===== src/rtl/irq_ctrl.sv =====
// rtl/irq_ctrl.sv - interrupt aggregator with edge/level capture and priority ID output
//
// Collects per-source events into pending bits, masks them with ENABLE and
// presents a registered irq line plus the ID (index+1) of the lowest-numbered
// active source.
//
// Ports:
//   clk, resetn     - system clock, asynchronous active-low reset
//   sel, we         - bus select and write enable (write when sel && we)
//   addr, wdata     - byte address (addr[4:0] decoded), write data
//   rdata           - combinational read data
//   src[NSRC-1:0]   - event inputs, synchronous to clk
//   irq, irq_id     - registered request and winning source ID (0 = none)

module irq_ctrl #(
    parameter int NSRC = 4
) (
    input  logic            clk,
    input  logic            resetn,
    input  logic            sel,
    input  logic            we,
    input  logic [31:0]     addr,
    input  logic [31:0]     wdata,
    output logic [31:0]     rdata,
    input  logic [NSRC-1:0] src,
    output logic            irq,
    output logic [4:0]      irq_id
);

    localparam logic [4:0] OFF_ENABLE   = 5'h00;
    localparam logic [4:0] OFF_MODE     = 5'h04;
    localparam logic [4:0] OFF_PENDING  = 5'h08;
    localparam logic [4:0] OFF_COMPLETE = 5'h0C;
    localparam logic [4:0] OFF_OVERRUN  = 5'h10;

    logic [NSRC-1:0] enable_q,  enable_d;
    logic [NSRC-1:0] mode_q,    mode_d;
    logic [NSRC-1:0] pending_q, pending_d;
    logic [NSRC-1:0] overrun_q, overrun_d;
    logic [NSRC-1:0] src_q,     src_d;
    logic            irq_q,     irq_d;
    logic [4:0]      irq_id_q,  irq_id_d;

    logic            wr_en;
    logic [4:0]      off;
    logic [NSRC-1:0] set;
    logic [NSRC-1:0] clr;
    logic [NSRC-1:0] ovr_clr;
    logic [NSRC-1:0] active;

    logic unused_addr;
    assign unused_addr = ^addr[31:5];

    always_comb begin
        wr_en = sel && we;
        off   = addr[4:0];

        // Level sources set every cycle they are high; edge sources only on a
        // low-to-high transition seen against the previous sample.
        set = src & (mode_q | ~src_q);

        clr = '0;
        if (wr_en && off == OFF_PENDING) begin
            clr = wdata[NSRC-1:0];
        end
        // COMPLETE only matches a clean 1..NSRC value; upper bits must be zero.
        if (wr_en && off == OFF_COMPLETE && wdata[31:5] == 27'd0) begin
            for (int i = 0; i < NSRC; i++) begin
                if (wdata[4:0] == 5'(i + 1)) begin
                    clr[i] = 1'b1;
                end
            end
        end

        ovr_clr = '0;
        if (wr_en && off == OFF_OVERRUN) begin
            ovr_clr = wdata[NSRC-1:0];
        end

        enable_d = enable_q;
        if (wr_en && off == OFF_ENABLE) begin
            enable_d = wdata[NSRC-1:0];
        end
        mode_d = mode_q;
        if (wr_en && off == OFF_MODE) begin
            mode_d = wdata[NSRC-1:0];
        end

        // A new set always wins over a same-cycle clear, for both arrays.
        pending_d = set | (pending_q & ~clr);
        overrun_d = (overrun_q & ~ovr_clr) | (set & ~mode_q & pending_q & ~clr);
        src_d     = src;

        active = pending_q & enable_q;
        irq_d  = |active;
        // Scan downward so the lowest index (highest priority) is left standing.
        irq_id_d = 5'd0;
        for (int i = NSRC - 1; i >= 0; i--) begin
            if (active[i]) begin
                irq_id_d = 5'(i + 1);
            end
        end
    end

    always_ff @(posedge clk or negedge resetn) begin
        if (!resetn) begin
            enable_q  <= '0;
            mode_q    <= '0;
            pending_q <= '0;
            overrun_q <= '0;
            src_q     <= '0;
            irq_q     <= 1'b0;
            irq_id_q  <= 5'd0;
        end else begin
            enable_q  <= enable_d;
            mode_q    <= mode_d;
            pending_q <= pending_d;
            overrun_q <= overrun_d;
            src_q     <= src_d;
            irq_q     <= irq_d;
            irq_id_q  <= irq_id_d;
        end
    end

    always_comb begin
        rdata = 32'd0;
        case (addr[4:0])
            OFF_ENABLE:  rdata[NSRC-1:0] = enable_q;
            OFF_MODE:    rdata[NSRC-1:0] = mode_q;
            OFF_PENDING: rdata[NSRC-1:0] = pending_q;
            OFF_OVERRUN: rdata[NSRC-1:0] = overrun_q;
            default:     rdata = 32'd0;
        endcase
    end

    assign irq    = irq_q;
    assign irq_id = irq_id_q;

endmodule


===== config.mk =====
export PLATFORM = sky130hd
export DESIGN_NAME = irq_ctrl
export DESIGN_NICKNAME = d
export VERILOG_FILES = /design/src/rtl/irq_ctrl.sv
export SDC_FILE = /design/constraint.sdc
export NUM_CORES = 1
export LEC_CHECK = 0
export CELL_PAD_IN_SITES_DETAIL_PLACEMENT = 1
export CELL_PAD_IN_SITES_GLOBAL_PLACEMENT = 2
export CORE_MARGIN = 2
export CORE_UTILIZATION = 36
export DETAILED_ROUTE_END_ITERATION = 10
export DONT_BUFFER_PORTS = 1
export HOLD_SLACK_MARGIN = 0.05
export PLACE_DENSITY = 0.91
export SLEW_MARGIN = 10
export SYNTH_ARGS = -nofsm -noshare
export SYNTH_HDL_FRONTEND = slang
export SYNTH_SLANG_ARGS = --single-unit

===== constraint.sdc =====
create_clock -name clk -period 3.4 [get_ports clk]
set_clock_uncertainty 0.15 [all_clocks]
set_input_delay 0.68 -clock clk [delete_from_list [all_inputs] [get_ports clk]]
set_output_delay 0.68 -clock clk [all_outputs]
set_load 0.02 [all_outputs]

==> results.md <==
- Status: finished, final reports clean
- Hold slack: between 200 and 300 ps
- Vias in the first global route: 1,141
- Critical path class: primary input to output pin
- Inserted Clock Buffers: 3
- Setup_tns: 0 ps
- Kind of end point of the critical path: output pin
- Int Pwr: 0.502 mW
- Least-Margin Pin Slew: around 1100 ps
- Worst r2r path cells: 3
- Area Growth Syn to Fin: 1.56%
- Via count: between 1,000 and 1,500
- Global Route Usage Sum: 15.4%
- Area share of the largest cell type after synthesis: around two fifths
- Layout cells sized above 1: a little under a fifth
- First-pass GRT wire length: roughly 5300 µm
- Fin crit share: between 70% and 80%
- Pleak: a little under 0.7 nW
- Final instance area: about 0.0015 mm²
- Reg-to-reg setup timing slack: just over 2000 ps
- FMAX: 0.410 GHz
- Fin crit period: about 2400 ps
- Final number of max-transition violations: 0
- Synth cell types: 30
- Worst vdd ir: between 0.15 and 0.2 mV
- Clk root buf: clkbuf_8
- Syn Inst Count: 154
- Switching Power: roughly 0.19 mW
- Worst-skew pair later-pin latency: about 280 ps
- Sequential power share: about 50%
- Die Y: 69.0 µm
- Worst setup SP type: primary input
- RSZ-0062 raised after global routing: false
- Synthesis Warnings: 0
- Yosys top cell by area: dfrtp_1
- Initial core utilization: roughly 38%
- Drt pass-1 iters: 4
- Cell area power density: 450 mW/mm²
- Worst Path Required: 2570 ps
- CTS tree: done
- DRT antenna net count: 0
- Core box area: just over 0.004 mm²
- Pin count of the biggest net entering global routing: 25
- Clock slew at reported path FFs: ~90 ps
- Max-slew headroom: 28.9%
- Die W: 69.0 µm
- Remaining Overflow, GRT: 0
- Sequential share of the synthesized area: between 30% and 40%
- # diodes: 0
- DRC violations left: 0
- Maxcap violations: 0
- Number of synthesized register bits: 24
- Post-Syn Area: ~0.0015 mm²
- # clock sinks: 24
- Hpwl dp: roughly 2900 µm
- # setup viols final: 0
- Hold_sp: src[3]
- Initial antenna violation count: 0
- Hold Crit Class: primary input to flip-flop
- Hold Crit Depth: 0
- Largest cells by area after synthesis: dfrtp_1 40%, buf_4 15%, nor4_2 6.6%, nand2_1 4.7%, o21ai_0 4.0%
- Total Routed Length: 3590 µm
- Critical path fanouts, max: 4
- Starting DRT DRC Count: 35
- Post-CTS setup buffers: 0
- Final net count: 230
- Min-Delay Endpoint: src_q[3]$_DFF_PN0_
- Syn avg cell area: 9.87 µm²
- WL/cell: approximately 17 µm
- Logic pwr share: 14.0%
- Worst r2r src: mode_q[0]$_DFFE_PN0P_
- Row count: 23
- GPL Wtd Cong: 0.808
- Via density: between 5 and 6
- Post-DP Area: around 0.0015 mm²
- CTS H-tree lvls: 1
- Die area: approximately 0.0048 mm²
- Top Ports: 110
- Clk pwr share: a little over a third
- Net Sw Frac: around 28%
- Final hold vios: 0
- CP arrival: between 1500 and 2000 ps
- Clock Tree Buf Depth: 2
- RR Endpoint: overrun_q[0]$_DFF_PN0_
- Number of port buffers: 0
## cell families after synthesis
logic type	share of synthesized area, %
AND/OR/NAND/NOR	25.6
AO/OA/AOI/OAI	10.7
buffers and inverters	17.0
flip-flops	39.5
other	0.247
multiplexers	6.91
## metrics by stage
stage,utilization [%],setup WS [ps],power [mW],instances
after detailed placement,36.3,950,0.441,202
after global routing,38.3,807,0.724,207
after CTS,38.3,949,0.698,207
final,38.3,963,0.695,207
after floorplan,-,1090,0.451,183
after global placement,36.3,964,0.435,202
## Yosys cell counts
cell type,n
nor4_2,8
nor4b_2,1
nand2_1,19
and2_4,2
o21ai_1,4
nand4_2,2
mux2_1,1
buf_4,30
o31ai_1,4
and2b_2,1
or2_2,3
nand3_1,7
clkbuf_1,1
a21oi_1,1
dfrtp_1,24
a22oi_1,1
nor4_1,3
conb_1,1
nor3_1,1
nor4b_4,1
mux2_4,4
a222oi_1,4
inv_1,8
and2b_4,1
o21ai_0,12
mux2_2,3
nor2b_1,1
nand3b_1,1
nor2_1,2
and2_1,3
## metal layers
layer,vias up,part of all wire [%],track usage [%]
li1,491,-,-
met1,510,39,17.1
met2,67,51,28.2
met3,7,7.8,1.79
met4,0,2.3,8.82
met5,-,0,0
## how the worst max path moves through the flow
| stage | start | endpoint | slack (ps) | cells past startpoint |
|---|---|---|---|---|
| global route | addr[2] | rdata[0] | 810 | 4 |
| floorplan | addr[3] | rdata[0] | 1090 | 4 |
| global placement | addr[3] | rdata[0] | 960 | 4 |
| finish | addr[2] | rdata[0] | 960 | 4 |
| detailed placement | addr[2] | rdata[0] | 950 | 4 |
| CTS | addr[2] | rdata[0] | 950 | 4 |
## power by group through the flow
| stage | clock, mW | combinational, mW | sequential, mW |
|---|---|---|---|
| after CTS | 0.256 | 0.0974 | 0.344 |
| after global placement | 0 | 0.0870 | 0.348 |
| final | 0.253 | 0.0975 | 0.344 |
| after detailed placement | 0 | 0.0909 | 0.350 |
| after global routing | 0.267 | 0.108 | 0.350 |
| after floorplan | 0 | 0.107 | 0.344 |
## cells in the final DEF (no fill, tap or decap), drive strengths merged
cell type and instances:
conb 30, a21oi 1, dlygate4sd3 1, o31ai 4, nand3 7, nor3 1
dfrtp 24, mux2 8, a222oi 4, clkbuf 3, nand3b 1, nor2 2
or2 3, nand2 19, o21ai 16, inv 8, and2b 2, nor4b 2
bufinv 1, a22oi 1, nor2b 1, nand4 2, and2 5, nor4 11
## area by class of cell
class,instances,area [µm²]
clock buffer,3,41.3
clock inverter,1,30.0
tap,50,62.6
fill,481,2480
timing repair buffer,1,10.0
sequential,24,601
inverter,8,30.0
multi-input combinational,120,769
## timing repair
item	CTS	global route
gates resized for setup	0	0
hold buffers	1	0
hold endpoints to repair	24	0
## state kept, by name, indices dropped and copies added (netlist names)
| name | count |
|---|---|
| pending_q | 4 |
| irq | 1 |
| src_q | 4 |
| overrun_q | 4 |
| enable_q | 4 |
| irq_id | 3 |
| mode_q | 4 |
## worst max-delay path, stage by stage
cell and delay, ps:
nor4_2 320, and2_1 290, a222oi_1 120, nand2_1 200
No activity file was read; power rests on OpenSTA's default activity.
